--- src/rtl/flash_arbiter_pkg.sv ---
// Shared definitions for the two-requester flash read arbiter.
package flash_arbiter_pkg;

   localparam int ADDR_W_DEF = 11;
   localparam int DATA_W_DEF = 8;

   typedef enum logic [1:0] {
      ST_IDLE    = 2'd0,
      ST_ISSUE   = 2'd1,
      ST_DELIVER = 2'd2,
      ST_RELEASE = 2'd3
   } arb_state_e;

endpackage

--- src/rtl/flash_arbiter_rr_pick2.sv ---
// Two-way round-robin chooser: on a tie the requester not granted last wins.
module rr_pick2 (
   input  logic req0_i,
   input  logic req1_i,
   input  logic last_i,
   output logic grant_o
);

   // grant index selection
   always_comb begin
      grant_o = 1'b0;
      if (req0_i && req1_i) begin
         grant_o = ~last_i;
      end else if (req1_i) begin
         grant_o = 1'b1;
      end else begin
         grant_o = 1'b0;
      end
   end

endmodule

--- src/rtl/flash_arbiter.sv ---
// Arbitrates two byte-read requesters onto a single flash reader port.
module flash_arbiter
   import flash_arbiter_pkg::*;
#(
   parameter int ADDR_W = ADDR_W_DEF,
   parameter int DATA_W = DATA_W_DEF
) (
   input  logic              clk,
   input  logic              resetN,
   input  logic              req0Enable,
   input  logic [ADDR_W-1:0] req0Addr,
   output logic [DATA_W-1:0] req0Data,
   output logic              req0Ready,
   input  logic              req1Enable,
   input  logic [ADDR_W-1:0] req1Addr,
   output logic [DATA_W-1:0] req1Data,
   output logic              req1Ready,
   output logic [ADDR_W-1:0] flashReadAddr,
   output logic              flashEnable,
   input  logic [DATA_W-1:0] flashByte,
   input  logic              flashReady,
   output logic              grant,
   output logic              busy
);

   arb_state_e        state_q, state_d;
   logic              grant_q, grant_d;
   logic [ADDR_W-1:0] addr_q, addr_d;
   logic [DATA_W-1:0] data0_q, data0_d;
   logic [DATA_W-1:0] data1_q, data1_d;
   logic              fen_q, fen_d;
   logic              rdy0_q, rdy0_d;
   logic              rdy1_q, rdy1_d;
   logic              busy_q, busy_d;
   logic              abort_q, abort_d;
   logic              pick_s;
   logic              gnt_en_s;

   rr_pick2 u_pick (
      .req0_i  (req0Enable),
      .req1_i  (req1Enable),
      .last_i  (grant_q),
      .grant_o (pick_s)
   );

   assign gnt_en_s = grant_q ? req1Enable : req0Enable;

   // next-state and registered-output computation
   always_comb begin
      state_d = state_q;
      grant_d = grant_q;
      addr_d  = addr_q;
      data0_d = data0_q;
      data1_d = data1_q;
      abort_d = abort_q;
      case (state_q)
         ST_IDLE: begin
            // a stale flashReady from before reset must clear before a grant
            if ((req0Enable || req1Enable) && !flashReady) begin
               grant_d = pick_s;
               addr_d  = pick_s ? req1Addr : req0Addr;
               abort_d = 1'b0;
               state_d = ST_ISSUE;
            end else begin
               state_d = ST_IDLE;
            end
         end
         ST_ISSUE: begin
            if (flashReady) begin
               if (abort_q || !gnt_en_s) begin
                  state_d = ST_RELEASE;
               end else begin
                  state_d = ST_DELIVER;
                  if (grant_q) begin
                     data1_d = flashByte;
                  end else begin
                     data0_d = flashByte;
                  end
               end
            end else if (!gnt_en_s) begin
               abort_d = 1'b1;
            end else begin
               abort_d = abort_q;
            end
         end
         ST_DELIVER: begin
            if (!gnt_en_s) begin
               state_d = ST_RELEASE;
            end else begin
               state_d = ST_DELIVER;
            end
         end
         ST_RELEASE: begin
            if (!flashReady) begin
               state_d = ST_IDLE;
            end else begin
               state_d = ST_RELEASE;
            end
         end
         default: begin
            state_d = ST_IDLE;
         end
      endcase
      fen_d  = (state_d == ST_ISSUE);
      rdy0_d = (state_d == ST_DELIVER) && !grant_d;
      rdy1_d = (state_d == ST_DELIVER) && grant_d;
      busy_d = (state_d != ST_IDLE);
   end

   // state and output registers
   always_ff @(posedge clk or negedge resetN) begin
      if (!resetN) begin
         state_q <= ST_IDLE;
         grant_q <= 1'b1;
         addr_q  <= {ADDR_W{1'b0}};
         data0_q <= {DATA_W{1'b0}};
         data1_q <= {DATA_W{1'b0}};
         fen_q   <= 1'b0;
         rdy0_q  <= 1'b0;
         rdy1_q  <= 1'b0;
         busy_q  <= 1'b0;
         abort_q <= 1'b0;
      end else begin
         state_q <= state_d;
         grant_q <= grant_d;
         addr_q  <= addr_d;
         data0_q <= data0_d;
         data1_q <= data1_d;
         fen_q   <= fen_d;
         rdy0_q  <= rdy0_d;
         rdy1_q  <= rdy1_d;
         busy_q  <= busy_d;
         abort_q <= abort_d;
      end
   end

   assign flashReadAddr = addr_q;
   assign flashEnable   = fen_q;
   assign req0Data      = data0_q;
   assign req1Data      = data1_q;
   assign req0Ready     = rdy0_q;
   assign req1Ready     = rdy1_q;
   assign grant         = grant_q;
   assign busy          = busy_q;

endmodule
--- config.mk ---
export PLATFORM = sky130hd
export DESIGN_NAME = flash_arbiter
export DESIGN_NICKNAME = d
export VERILOG_FILES = /design/src/rtl/flash_arbiter_pkg.sv /design/src/rtl/flash_arbiter_rr_pick2.sv /design/src/rtl/flash_arbiter.sv
export SDC_FILE = /design/constraint.sdc
export NUM_CORES = 1
export LEC_CHECK = 0
export BUFFER_PORTS_ARGS = -buffer_cell sky130_fd_sc_hd__buf_2
export CAP_MARGIN = 40
export CORE_ASPECT_RATIO = 1.25
export CORE_MARGIN = 2
export CORE_UTILIZATION = 26
export DETAILED_ROUTE_END_ITERATION = 10
export GPL_ROUTABILITY_DRIVEN = 1
export SLEW_MARGIN = 20
export SYNTH_ARGS = -nofsm -noshare
export SYNTH_HDL_FRONTEND = slang
export SYNTH_SLANG_ARGS = --single-unit
--- constraint.sdc ---
create_clock -name clk -period 3.4 [get_ports clk]
set_clock_uncertainty 0.15 [all_clocks]
set_input_delay 0.17 -clock clk [delete_from_list [all_inputs] [get_ports clk]]
set_output_delay 0.17 -clock clk [all_outputs]
set_load 0.02 [all_outputs]
# Yosys cells after proc, flatten, opt, wreduce, memory -nomap -nowiden
# Cells that the tools add are included.
[totals]
output_inout_bits = 32
wordCells = 52
regBits = 35
[op_classes]
n_bitwise = 2
reduce_logical = 16
eq_ne = 8
n_mux = 16
[ops]
columns = ["op", "n"]
rows = [
  ["$reduce_and 4->1", 3],
  ["$mux 1", 11],
  ["$mux 11", 1],
  ["$pmux 2 s4", 1],
  ["$eq 2x2->1 const B", 3],
  ["$ne 2x2->1 const B", 3],
  ["$eq 2x1->1 const B", 2],
  ["$logic_and 1x1->1", 4],
  ["$mux 2", 2],
  ["$reduce_bool 2->1", 2],
  ["$logic_not 1->1", 3],
  ["$logic_not 2->1", 1],
  ["$logic_or 1x1->1", 2],
  ["$not 1->1", 2],
  ["$pmux 1 s2", 1],
  ["$reduce_and 2->1", 1],
]

# Logic depth before layout (Yosys ltp)
# Gate-level depths: netlist of run 1.
[depth]
depth_word = 8
mapped_depth = 5
ltp_nobuf = 3

# Hierarchy
# Synthesis of run 1 repeated with hierarchy kept, for this count alone.
[unflattened]
hier_cells = 124
hier_area_um2 = 1596.5
[by_module_without_submodules]
columns = ["module", "cells_each", "n_inst", "area_per_inst_um2"]
rows = [
  ["flash_arbiter", 123, 1, 1585.3],
  ["rr_pick2", 1, 1, 11.3],
]

# Worst setup path after synthesis of run 1
# No wires, ideal clock.
[synth_path]
path_type = "reg2reg"
start = "register grant_q, in the netlist grant"
end = "register addr_q[0], in the netlist flashReadAddr[0]"
setup_ps = 123
period_less_slack_ps = 1655
path_stages_with_launch = 6
setup_slack_ps = 1745
t_required_ps = 3127
arrival_ps = 1382
cell_sequence = "dfstp_2 > buf_2 > nand2b_1 > nand3_1 > buf_2 > o221a_2"
[synth_between]
elab_chain_len = 3
[synth_lines]
columns = ["element", "line", "rtl"]
rows = [
  ["start, declared", "flash_arbiter.sv:27", "logic grant_q, grant_d;"],
  ["start signal, assigned", "flash_arbiter.sv:125", "grant_q <= grant_d;"],
  ["$not 1->1", "flash_arbiter_rr_pick2.sv:13", "grant_o = ~last_i;"],
  ["$mux 1", "flash_arbiter_rr_pick2.sv:12", "if (req0_i && req1_i) begin"],
  ["$mux 11", "flash_arbiter.sv:61", "addr_d = pick_s ? req1Addr : req0Addr;"],
  ["end signal, assigned", "flash_arbiter.sv:115", "addr_q <= {ADDR_W{1'b0}};"],
  ["end signal, assigned", "flash_arbiter.sv:126", "addr_q <= addr_d;"],
  ["end, declared", "flash_arbiter.sv:28", "logic [ADDR_W-1:0] addr_q, addr_d;"],
]
# Every way passes these cells.
# A chain may end at the register's enable or synchronous reset.

# Final worst setup path of run 1
[layout_path]
start = "register state_q[1]"
end = "register addr_q[1], in the netlist flashReadAddr[1]"
[layout_between]
elab_chain_len = 2
[layout_lines]
columns = ["element", "line", "rtl"]
rows = [
  ["start, declared", "flash_arbiter.sv:26", "arb_state_e state_q, state_d;"],
  ["start signal, assigned", "flash_arbiter.sv:124", "state_q <= state_d;"],
  ["$logic_not 2->1", "flash_arbiter.sv:56", "case (state_q)"],
  ["$reduce_and 2->1 (no line)", "--", ""],
]
# Every way passes these cells.

==> run_results.csv, run 1 <==
group,metric,value,unit
worst_setup_path,path_class,"reg -> reg",
floorplan,die_y,92.6,µm
worst_setup_path,reg2regPathDepth,3,
grt,grt_pass1_wl,5.91,mm
floorplan,rows,32,
yosys,yosys.area.top_type_share,0.521,
yosys,async_flop_share,1.00,
detailed_routing,wl_per_cell,13.3,µm
yosys,synth_edf_count,0,
floorplan,start_util,0.267,
timing,finalSetupViolations,0,
detailed_routing,num_vias,1263,
pwr,power.density,842,nW/µm²
yosys,synthTopCellsByCount,"dfrtp_1, o21bai_1, o221a_2",
placement,gp_congestion,0.744,
final_layout,antenna_cells,0,
yosys,ys_ff_latch,35,
worst_setup_path,start_kind,"flip-flop",
clock_tree,clk_pin_slew_worst_paths,0.07,ns
timing,slew-limit-headroom,0.681,
timing,finalSetupTns,0,ns
yosys,syn_avg_cell_area,14.0,µm²
timing,worst_pin_slew,0.477,ns
detailed_routing,drc,0,
final_layout,drive_above_1_share,0.542,
yosys,synth_area_leaders,"dfrtp_1, mux2_4, o221a_2, mux2_2, o21bai_1",
hold_path,min_path_cells,2,
timing,fin_crit_sh,0.532,
grt,grt_max_degree,36,
clock_tree,cts_max_level,2,
worst_setup_path,r2r_start,"state_q[1]",
clock_tree,cts_inserted_buffers,5,
yosys,yosysTopAreaCell,"dfrtp_1",
yosys,synth.most_common_cell,"dfrtp_1",
detailed_routing,drtAntennaViolNets,0,
hold_path,hold_class,"in -> reg",
worst_setup_path,arrival,1.83,ns
detailed_routing,drt_first_pass_iters,4,
timing,finalHoldViolations,0,
yosys,yosysUniqueCellTypes,36,
yosys,syn_nets,152,
yosys,netlist_instances,117,
clock_tree,clock_latency,0.28,ns
clock_tree,clock_sinks,35,
pwr,power,0.00192,W
clock_tree,ctsHoldBuffers,17,
timing,hold_ws,0.0142,ns
clock_tree,cts_tree,"done",
grt,grt.overflow.total,0,
final_layout,area_growth,39.9,%
pwr,p_leak,1.08,nW
grt,track_usage,0.112,
hold_path,worstHoldStart,"req1Addr[1]",
yosys,synth_ff_type,"dfrtp_1",
placement,dp_hpwl,2.54,mm
timing,slew_violations,0,
clock_tree,clock_path_buffers,2,
worst_setup_path,regToRegEndpoint,"flashReadAddr[1]",
floorplan,die-area,6930,µm²
clock_tree,cts.repair.resized,0,
yosys,yosys_warnings,0,
final_layout,layout.nets,235,
timing,period_minus_slack,1.81,ns
hold_path,whs_endpoint,"flashReadAddr[1]",
pwr,ir_drop,407,µV
grt,grt_antenna_before_repair,0,
timing,max_freq,0.553,GHz
status,status,"finished clean",
detailed_routing,routed_via_density,4.42,
placement,io_buffers,66,
worst_setup_path,reg2reg_setup_slack,1.59,ns
worst_setup_path,worstPathRequired,3.42,ns
yosys,ys_seq_area_frac,0.537,
floorplan,die_w,74.9,µm
clock_tree,post-cts-setup-buffers,0,
worst_setup_path,crit_fanout,12,
worst_setup_path,worst_setup_path_end_kind,"flip-flop",
detailed_routing,drt_iter0_drc,38,
floorplan,num_io_pins,67,
floorplan,core,6130,µm²
yosys,syn-cell-area,1630,µm²
grt,first_global_vias,1278,
run,drv_cap,0,
detailed_routing,wl,3.79,mm
clock_tree,cts_root_buf,"clkbuf_8",
timing,rsz0062_at_grt,"false",
registers in the layout (all words and copies together), names as in the netlist, 2 cells and up:
name and flops:
req1Data 8, state_q 2, req0Data 8, flashReadAddr 11
metal layers:
metal | track usage | vias up | wire, µm
met5 | 0 | - | 0
met4 | 0.0313 | 0 | 22
met3 | 0.0457 | 2 | 288
met2 | 0.181 | 62 | 1790
met1 | 0.136 | 599 | 1700
li1 | - | 600 | -
worst max-delay path: stages, from the launching register on:
cell and delay [ns]:
dfrtp_1 0.50, nor3_2 0.25, nand3_1 0.38, o221a_2 0.42
stage by stage:
step	util	worst slack (ns)	std cells	cell area (µm²)
finish	0.373	1.59	286	2280
floorplan	-	1.74	117	1630
global route	0.373	1.51	286	2280
detailed placement	0.327	1.61	259	2000
CTS	0.368	1.60	284	2250
global placement	0.326	1.64	258	2000
logic make-up (layout without fill, tap and decap cells):
kind of cell	count (synthesis)	count (layout)	synth area share
AOI/OAI and AO/OA	33	33	0.175
DFF	35	35	0.537
xor gates and xnor gates	2	2	0.0107
buffers and inverters	12	96	0.0490
muxes	18	18	0.142
and+or+nand+nor	17	17	0.0858
layout make-up:
| type | instances | area (µm²) |
|---|---|---|
| multi-input cells | 70 | 676 |
| well taps | 85 | 106 |
| inverters | 2 | 7.51 |
| fillers | 584 | 3840 |
| clock buffers | 8 | 80.1 |
| flip-flops and latches | 35 | 877 |
| repair buffers | 86 | 538 |
power breakdown:
group | total (W) | switching, W | internal, W
Combinational | 0.000890 | 0.000454 | 0.000436
Sequential | 0.000753 | 0.000137 | 0.000616
Clock | 0.000282 | 0.000137 | 0.000145
how the worst max path moves through the flow:
| stage | from | cells after the start | endpoint |
|---|---|---|---|
| 2_1_floorplan | grant | 5 | flashReadAddr[0] |
| 3_3_place_gp | state_q[1] | 3 | flashReadAddr[2] |
| 3_5_place_dp | state_q[1] | 3 | req1Data[3] |
| 4_1_cts | state_q[1] | 3 | req1Data[7] |
| 5_1_grt | state_q[1] | 3 | flashReadAddr[6] |
| 6_report | state_q[1] | 3 | flashReadAddr[1] |
cells in the final DEF, fill, tap and decap left out, types with 2 or more instances in the layout:
master         netlist  final
a21oi_1              2      2
and3_1               2      2
buf_2                7     66
clkbuf_1             0      3
clkbuf_8             0      5
dfrtp_1             34     34
dlygate4sd3_1        0     18
inv_1                2      2
mux2_2               9      9
mux2_4               8      8
nand3_1              2      2
nor2_1               4      4
o21ai_0              2      2
o21bai_1            10     10
o221a_2             10     10
Power figures use the tool's default switching activity.
==> run 2, diff against run 1 <==
- ABC_AREA: default -> 1
- clock period: 3.4 -> 1.55 ns (I/O delays scaled with it)
==> run 2 against run 1 <==
Via count is 20% higher. Cell area is 6.6% higher. Combinational power is 110% higher. Largest cell class unchanged. Routed wire length is 2.9% higher. Critical path depth is 4 higher. Sequential power is 110% higher. Worst setup slack worse by 1.5 ns. Fmax is 27% higher. Highest routed layer unchanged. Synthesized area is 4.5% lower. Die area is 4.3% lower. First-iteration DRC count is 47% higher.
==> run_results.csv, run 2 <==
group,metric,value,unit
worst_setup_path,worstPathRequired,1.56,ns
detailed_routing,wl,3.90,mm
grt,use_met2,0.227,
yosys,syn-cell-area,1560,µm²
yosys,ys_seq_area_frac,0.563,
pwr,p_leak,1.33,nW
timing,slew-limit-headroom,0.727,
timing,setup_ws,0.132,ns
hold_path,hold_class,"in -> reg",
pwr,switchingPower,0.00170,W
floorplan,die_w,73.3,µm
pwr,share_comb_of_total_power,0.453,
run,drv_cap,0,
yosys,yosys.area.top_type_share,0.546,
clock_tree,cts_root_buf,"clkbuf_8",
placement,io_buffers,66,
clock_tree,cts_inserted_buffers,5,
floorplan,num_io_pins,67,
placement,dp_cells,311,
worst_setup_path,slowest_stage,"dfstp_2",
worst_setup_path,cp-startpoint,"grant",
pwr,p_int,0.00238,W
detailed_routing,drt_iter0_drc,56,
timing,fin_crit_sh,0.915,
worst_setup_path,crit_family,"simple AND/OR/NAND/NOR gates",
detailed_routing,routed_via_density,4.31,
grt,grt_antenna_before_repair,0,
worst_setup_path,worst_setup_path_end_kind,"flip-flop",
worst_setup_path,cpPeakStageDelay,0.57,ns
worst_setup_path,path_class,"reg -> reg",
grt,grt_pass1_wl,6.37,mm
status,status,"finished clean",
timing,worst_pin_slew,0.410,ns
yosys,syn_nets,214,
grt,grt_max_degree,20,
pwr,power.density,1680,nW/µm²
final_layout,drive_above_1_share,0.351,
detailed_routing,num_vias,1513,
worst_setup_path,start_kind,"flip-flop",
yosys,syn_avg_cell_area,8.71,µm²
final_layout,fillerInstances,585,
timing,period_minus_slack,1.42,ns
clock_tree,cts_max_level,2,
final_layout,layout_common_cells,"buf_2, nand2_1, dfrtp_1",
worst_setup_path,cp_common_cell,"nand2_1",
timing,finalSetupViolations,0,
hold_path,worstHoldStart,"req1Enable",
final_layout,antenna_cells,0,
timing,rsz0062_at_grt,"false",
worst_setup_path,crit_fanout,5,
clock_tree,clock_latency,0.28,ns
detailed_routing,drtAntennaViolNets,0,
detailed_routing,wl_per_cell,11.1,µm
yosys,synth.most_common_cell,"nand2_1",
pwr,seqPwrFrac,0.384,
pwr,swShare,0.416,
detailed_routing,drc,0,
floorplan,die-area,6640,µm²
floorplan,die_y,90.6,µm
pwr,ir_drop,789,µV
timing,max_freq,0.705,GHz
worst_setup_path,crit_path_cell_trace,"nand2_1 > nand2_1 > nand2_1 > nand2_1 > nand2_1 > nor2_2 > nand3_1",
yosys,yosysTopAreaCell,"dfrtp_1",
grt,busiest_layer,"met2",
pwr,power,0.00408,W
floorplan,start_util,0.270,
clock_tree,clock_sinks,35,
final_layout,stdcell_count,351,
final_layout,final_util,0.421,
clock_tree,clock_path_buffers,2,
final_layout,area_growth,56.2,%
placement,place_ws,0.0975,ns
floorplan,rows,31,
timing,slew_violations,0,
placement,dp_hpwl,2.62,mm
timing,finalHoldViolations,0,
pwr,power.share.clock,0.163,
grt,grtUsageMet1,0.130,
yosys,async_flop_share,1.00,
worst_setup_path,r2r_start,"grant",
worst_setup_path,arrival,1.43,ns
final_layout,layout.nets,319,
yosys,yosysUniqueCellTypes,19,
final_layout,largest_register_ffs,11,
yosys,ys_ff_latch,35,
yosys,synth_edf_count,0,
yosys,synth_area_leaders,"dfrtp_1, nand2_1, nor2_1, o21ai_2, o21ai_0",
clock_tree,cts_tree,"done",
grt,grt.overflow.total,0,
detailed_routing,drt_first_pass_iters,4,
placement,gp_congestion,0.735,
yosys,synth_ff_type,"dfrtp_1",
yosys,yosys_warnings,0,
grt,track_usage,0.125,
timing,finalSetupTns,0,ns
worst_setup_path,reg2reg_setup_slack,0.13,ns
yosys,synthTopCellsByCount,"nand2_1, dfrtp_1, nor2_1",
clock_tree,post-cts-setup-buffers,0,
grt,met3_usage,0.0268,
grt,first_global_vias,1485,
final_layout,final_common_cell,"buf_2",
worst_setup_path,worst-path-buf-inv,0,
clock_tree,clk_pin_slew_worst_paths,0.07,ns
floorplan,core,5780,µm²
yosys,netlist_instances,179,
## run 2: cell count changes after synthesis, sizes merged, moves of 2 or more
cell	previous run	this run
o21bai	11	0
nor2	4	30
o221a	11	0
nor4b	2	0
buf	10	5
nand2	1	52
o21ai	2	29
nand3	2	6
inv	2	18
mux2	17	0
and3	3	0
## run 2: metal layers
layer,vias up,wire (µm)
met1,680,1550
met4,0,121
met5,-,0
met3,12,198
met2,53,2040
li1,768,-
## run 2: path summary, 6_finish.rpt
check                               endpoint  cells after the start
hold / removal                       abort_q                      4
setup / recovery                        busy                      7
hold reg to reg            flashReadAddr[10]                      2
setup reg to reg                        busy                      7
min in group asynchronous   flashReadAddr[0]                      2
max in group asynchronous              grant                      3
## run 2: layout make-up
class	count	area, µm²	share of cell area
clock buffers	7	86.3	0.0355
clock inverters	1	5.00	0.00206
inverters	18	67.6	0.0277
multi-input cells	120	579	0.238
flip-flops and latches	35	877	0.360
well taps	66	82.6	0.0339
repair buffers	104	737	0.303
## run 2: cells by family (layout without fill, tap and decap cells)
| kind of cell | count (synthesis) | count (layout) | share of synthesized area |
|---|---|---|---|
| compound gates | 31 | 31 | 0.130 |
| buf+inv | 24 | 130 | 0.0690 |
| flops | 35 | 35 | 0.563 |
| simple gates | 89 | 89 | 0.238 |
## run 2: through the flow
step / hold WS [ns] / area, µm²
floorplan: -0.368 / 1560
global placement: -0.109 / 2010
detailed placement: -0.113 / 2010
CTS: 0.0435 / 2430
global route: 0.0773 / 2430
finish: 0.0546 / 2430
## run 2: timing repair
item | CTS | global route
endpoints found under the hold margin | 64 | 0
hold buffers | 32 | 0
gates resized for setup | 0 | 3
setup endpoints to repair | 0 | 12
## run 2: worst register-to-register path, cell delays in order (launching register included)
cell and delay, ns:
dfstp_2 0.57, nand2_1 0.06, nand2_1 0.11, nand2_1 0.06, nand2_1 0.08, nand2_1 0.07, nor2_2 0.12, nand3_1 0.08
## run 2: power groups by stage
stage                     Sequential [W]  Clock [W]  Combinational, W
after detailed placement         0.00158          0           0.00180
after CTS                        0.00157   0.000710           0.00186
after floorplan                  0.00203          0          0.000715
after global placement           0.00157          0           0.00178
after global routing             0.00163   0.000748           0.00205
final                            0.00157   0.000667           0.00185
==> run 3, diff against run 2 <==
- GPL_TIMING_DRIVEN: default -> 0
==> run 3 against run 2 <==
Sequential power about the same. Combinational power is 6% higher. First-iteration DRC count is 21% lower. Flip-flop and latch count stayed put. Sequential share of layout area is 2.2 points lower. Via count up 3.0%. Critical endpoint is now req0Data[4]. Non-clock buffer count is 9 higher. Fmax down 8.2%.
==> run_results.csv, run 3 (synthesis gave the netlist of run 2 again) <==
group,metric,value,unit
floorplan,die_y,90.6,µm
pwr,power.density,1690,nW/µm²
clock_tree,clock_latency,0.28,ns
worst_setup_path,worst_setup_path_end_kind,"flip-flop",
pwr,p_int,0.00257,W
pwr,switchingPower,0.00180,W
worst_setup_path,crit_fanout,7,
worst_setup_path,arrival,1.56,ns
final_layout,final_util,0.448,
timing,max_freq,0.648,GHz
worst_setup_path,path_class,"in -> reg",
pwr,power,0.00437,W
pwr,swShare,0.412,
pwr,ir_drop,916,µV
worst_setup_path,reg2regPathDepth,7,
detailed_routing,drtAntennaViolNets,0,
worst_setup_path,start_kind,"primary input",
clock_tree,cts_max_level,2,
placement,place_ws,0.0151,ns
floorplan,die_w,73.3,µm
clock_tree,cts_root_buf,"clkbuf_8",
grt,track_usage,0.128,
timing,slew_violations,0,
grt,grt.overflow.total,0,
grt,use_met2,0.226,
floorplan,num_io_pins,67,
worst_setup_path,crit_path_end,"req0Data[4]",
pwr,power.share.clock,0.183,
timing,setup_ws,0.00589,ns
timing,finalHoldViolations,0,
pwr,seqPwrFrac,0.365,
floorplan,start_util,0.270,
worst_setup_path,regToRegEndpoint,"req0Data[4]",
placement,dp_hpwl,2.67,mm
floorplan,die-area,6640,µm²
timing,fin_crit_sh,0.996,
placement,io_buffers,66,
timing,finalSetupTns,0,ns
timing,worst_pin_slew,0.399,ns
status,status,"finished clean",
clock_tree,cts_inserted_buffers,5,
run,drv_cap,0,
detailed_routing,routed_via_density,4.33,
grt,busiest_layer,"met2",
floorplan,core,5780,µm²
final_layout,largest_register_ffs,11,
placement,gp_congestion,0.753,
final_layout,antenna_cells,0,
final_layout,layout.nets,328,
detailed_routing,wl_per_cell,12.2,µm
timing,slew-limit-headroom,0.734,
placement,placed_area,1970,µm²
grt,grt_antenna_before_repair,0,
pwr,p_leak,1.39,nW
final_layout,final_common_cell,"buf_2",
worst_setup_path,r2r_start,"state_q[1]",
clock_tree,clock_path_buffers,2,
detailed_routing,num_vias,1559,
detailed_routing,drt_iter0_drc,44,
timing,period_minus_slack,1.54,ns
worst_setup_path,cp-startpoint,"flashReady",
detailed_routing,wl,4.39,mm
clock_tree,clk_pin_slew_worst_paths,0.07,ns
grt,grtUsageMet1,0.138,
floorplan,rows,31,
grt,grt_max_degree,36,
pwr,share_comb_of_total_power,0.451,
final_layout,area_growth,66.2,%
final_layout,drive_above_1_share,0.388,
detailed_routing,drt_first_pass_iters,4,
clock_tree,cts_tree,"done",
timing,rsz0062_at_grt,"true",
clock_tree,clock_sinks,35,
grt,first_global_vias,1475,
timing,finalSetupViolations,0,
final_layout,layout_common_cells,"buf_2, nand2_1, dfrtp_1",
grt,met3_usage,0.0313,
worst_setup_path,worstPathRequired,1.57,ns
detailed_routing,drc,0,
final_layout,final_area,2590,µm²
grt,grt_pass1_wl,6.57,mm
hold_path,hold_class,"in -> reg",
worst_setup_path,reg2reg_setup_slack,0.006,ns
==> run 3: worst max-delay path: stages <==
cell and delay (ns):
dlygate4sd3_1 0.54, buf_4 0.13, inv_2 0.06, nor3_4 0.28, nand3_4 0.17, buf_4 0.17, nand2_1 0.06, o21ai_1 0.06
==> run 3: what timing repair did <==
action | in CTS | in global routing
gates resized for setup | 2 | 22
hold buffers | 31 | 0
hold endpoints to repair | 64 | 0
cloned | 0 | 2
endpoints found under the setup margin | 4 | 24
buffers inserted | 0 | 7
==> run 3: layout make-up <==
cell class	instances	area (µm²)
clock buffers	7	76.3
inverters	18	67.6
plain buffers	6	52.6
repair buffers	107	773
well taps	66	82.6
flip-flops and latches	35	877
multi-input cells	120	632
fillers	574	3190
clock inverters	1	30.0
==> run 3: per-stage QoR <==
step,hold WS (ns),instances
global route,0.0603,360
floorplan,-0.368,179
CTS,0.00491,350
finish,0.0124,360
detailed placement,0.0530,311
global placement,0.0587,311
==> run 3: how the worst min path moves through the flow <==
stage,startpoint,end,slack [ns],depth (start not counted)
2_1_floorplan,resetN,abort_q,-0.37,0
3_3_place_gp,resetN,flashEnable,0.06,1
5_1_grt,req0Addr[0],flashReadAddr[0],0.06,5
6_report,req0Addr[0],flashReadAddr[0],0.01,5
3_5_place_dp,resetN,busy,0.05,1
4_1_cts,req0Addr[0],flashReadAddr[0],0.005,5
==> run 3: per-layer routing <==
metal  part of all wire  wire (µm)  vias to the layer above
met3              0.043        190                        8
met1               0.39       1700                      715
met4              0.022         98                        0
met2               0.55       2400                       49
li1                   -          -                      787
met5                  0          0                        -
==> run 3: power groups by stage <==
stage | logic (W) | registers (W) | clock network (W)
after detailed placement | 0.00177 | 0.00158 | 0
after global placement | 0.00175 | 0.00157 | 0
after CTS | 0.00184 | 0.00157 | 0.000827
final | 0.00197 | 0.00160 | 0.000801
after global routing | 0.00220 | 0.00165 | 0.000866
after floorplan | 0.000715 | 0.00203 | 0
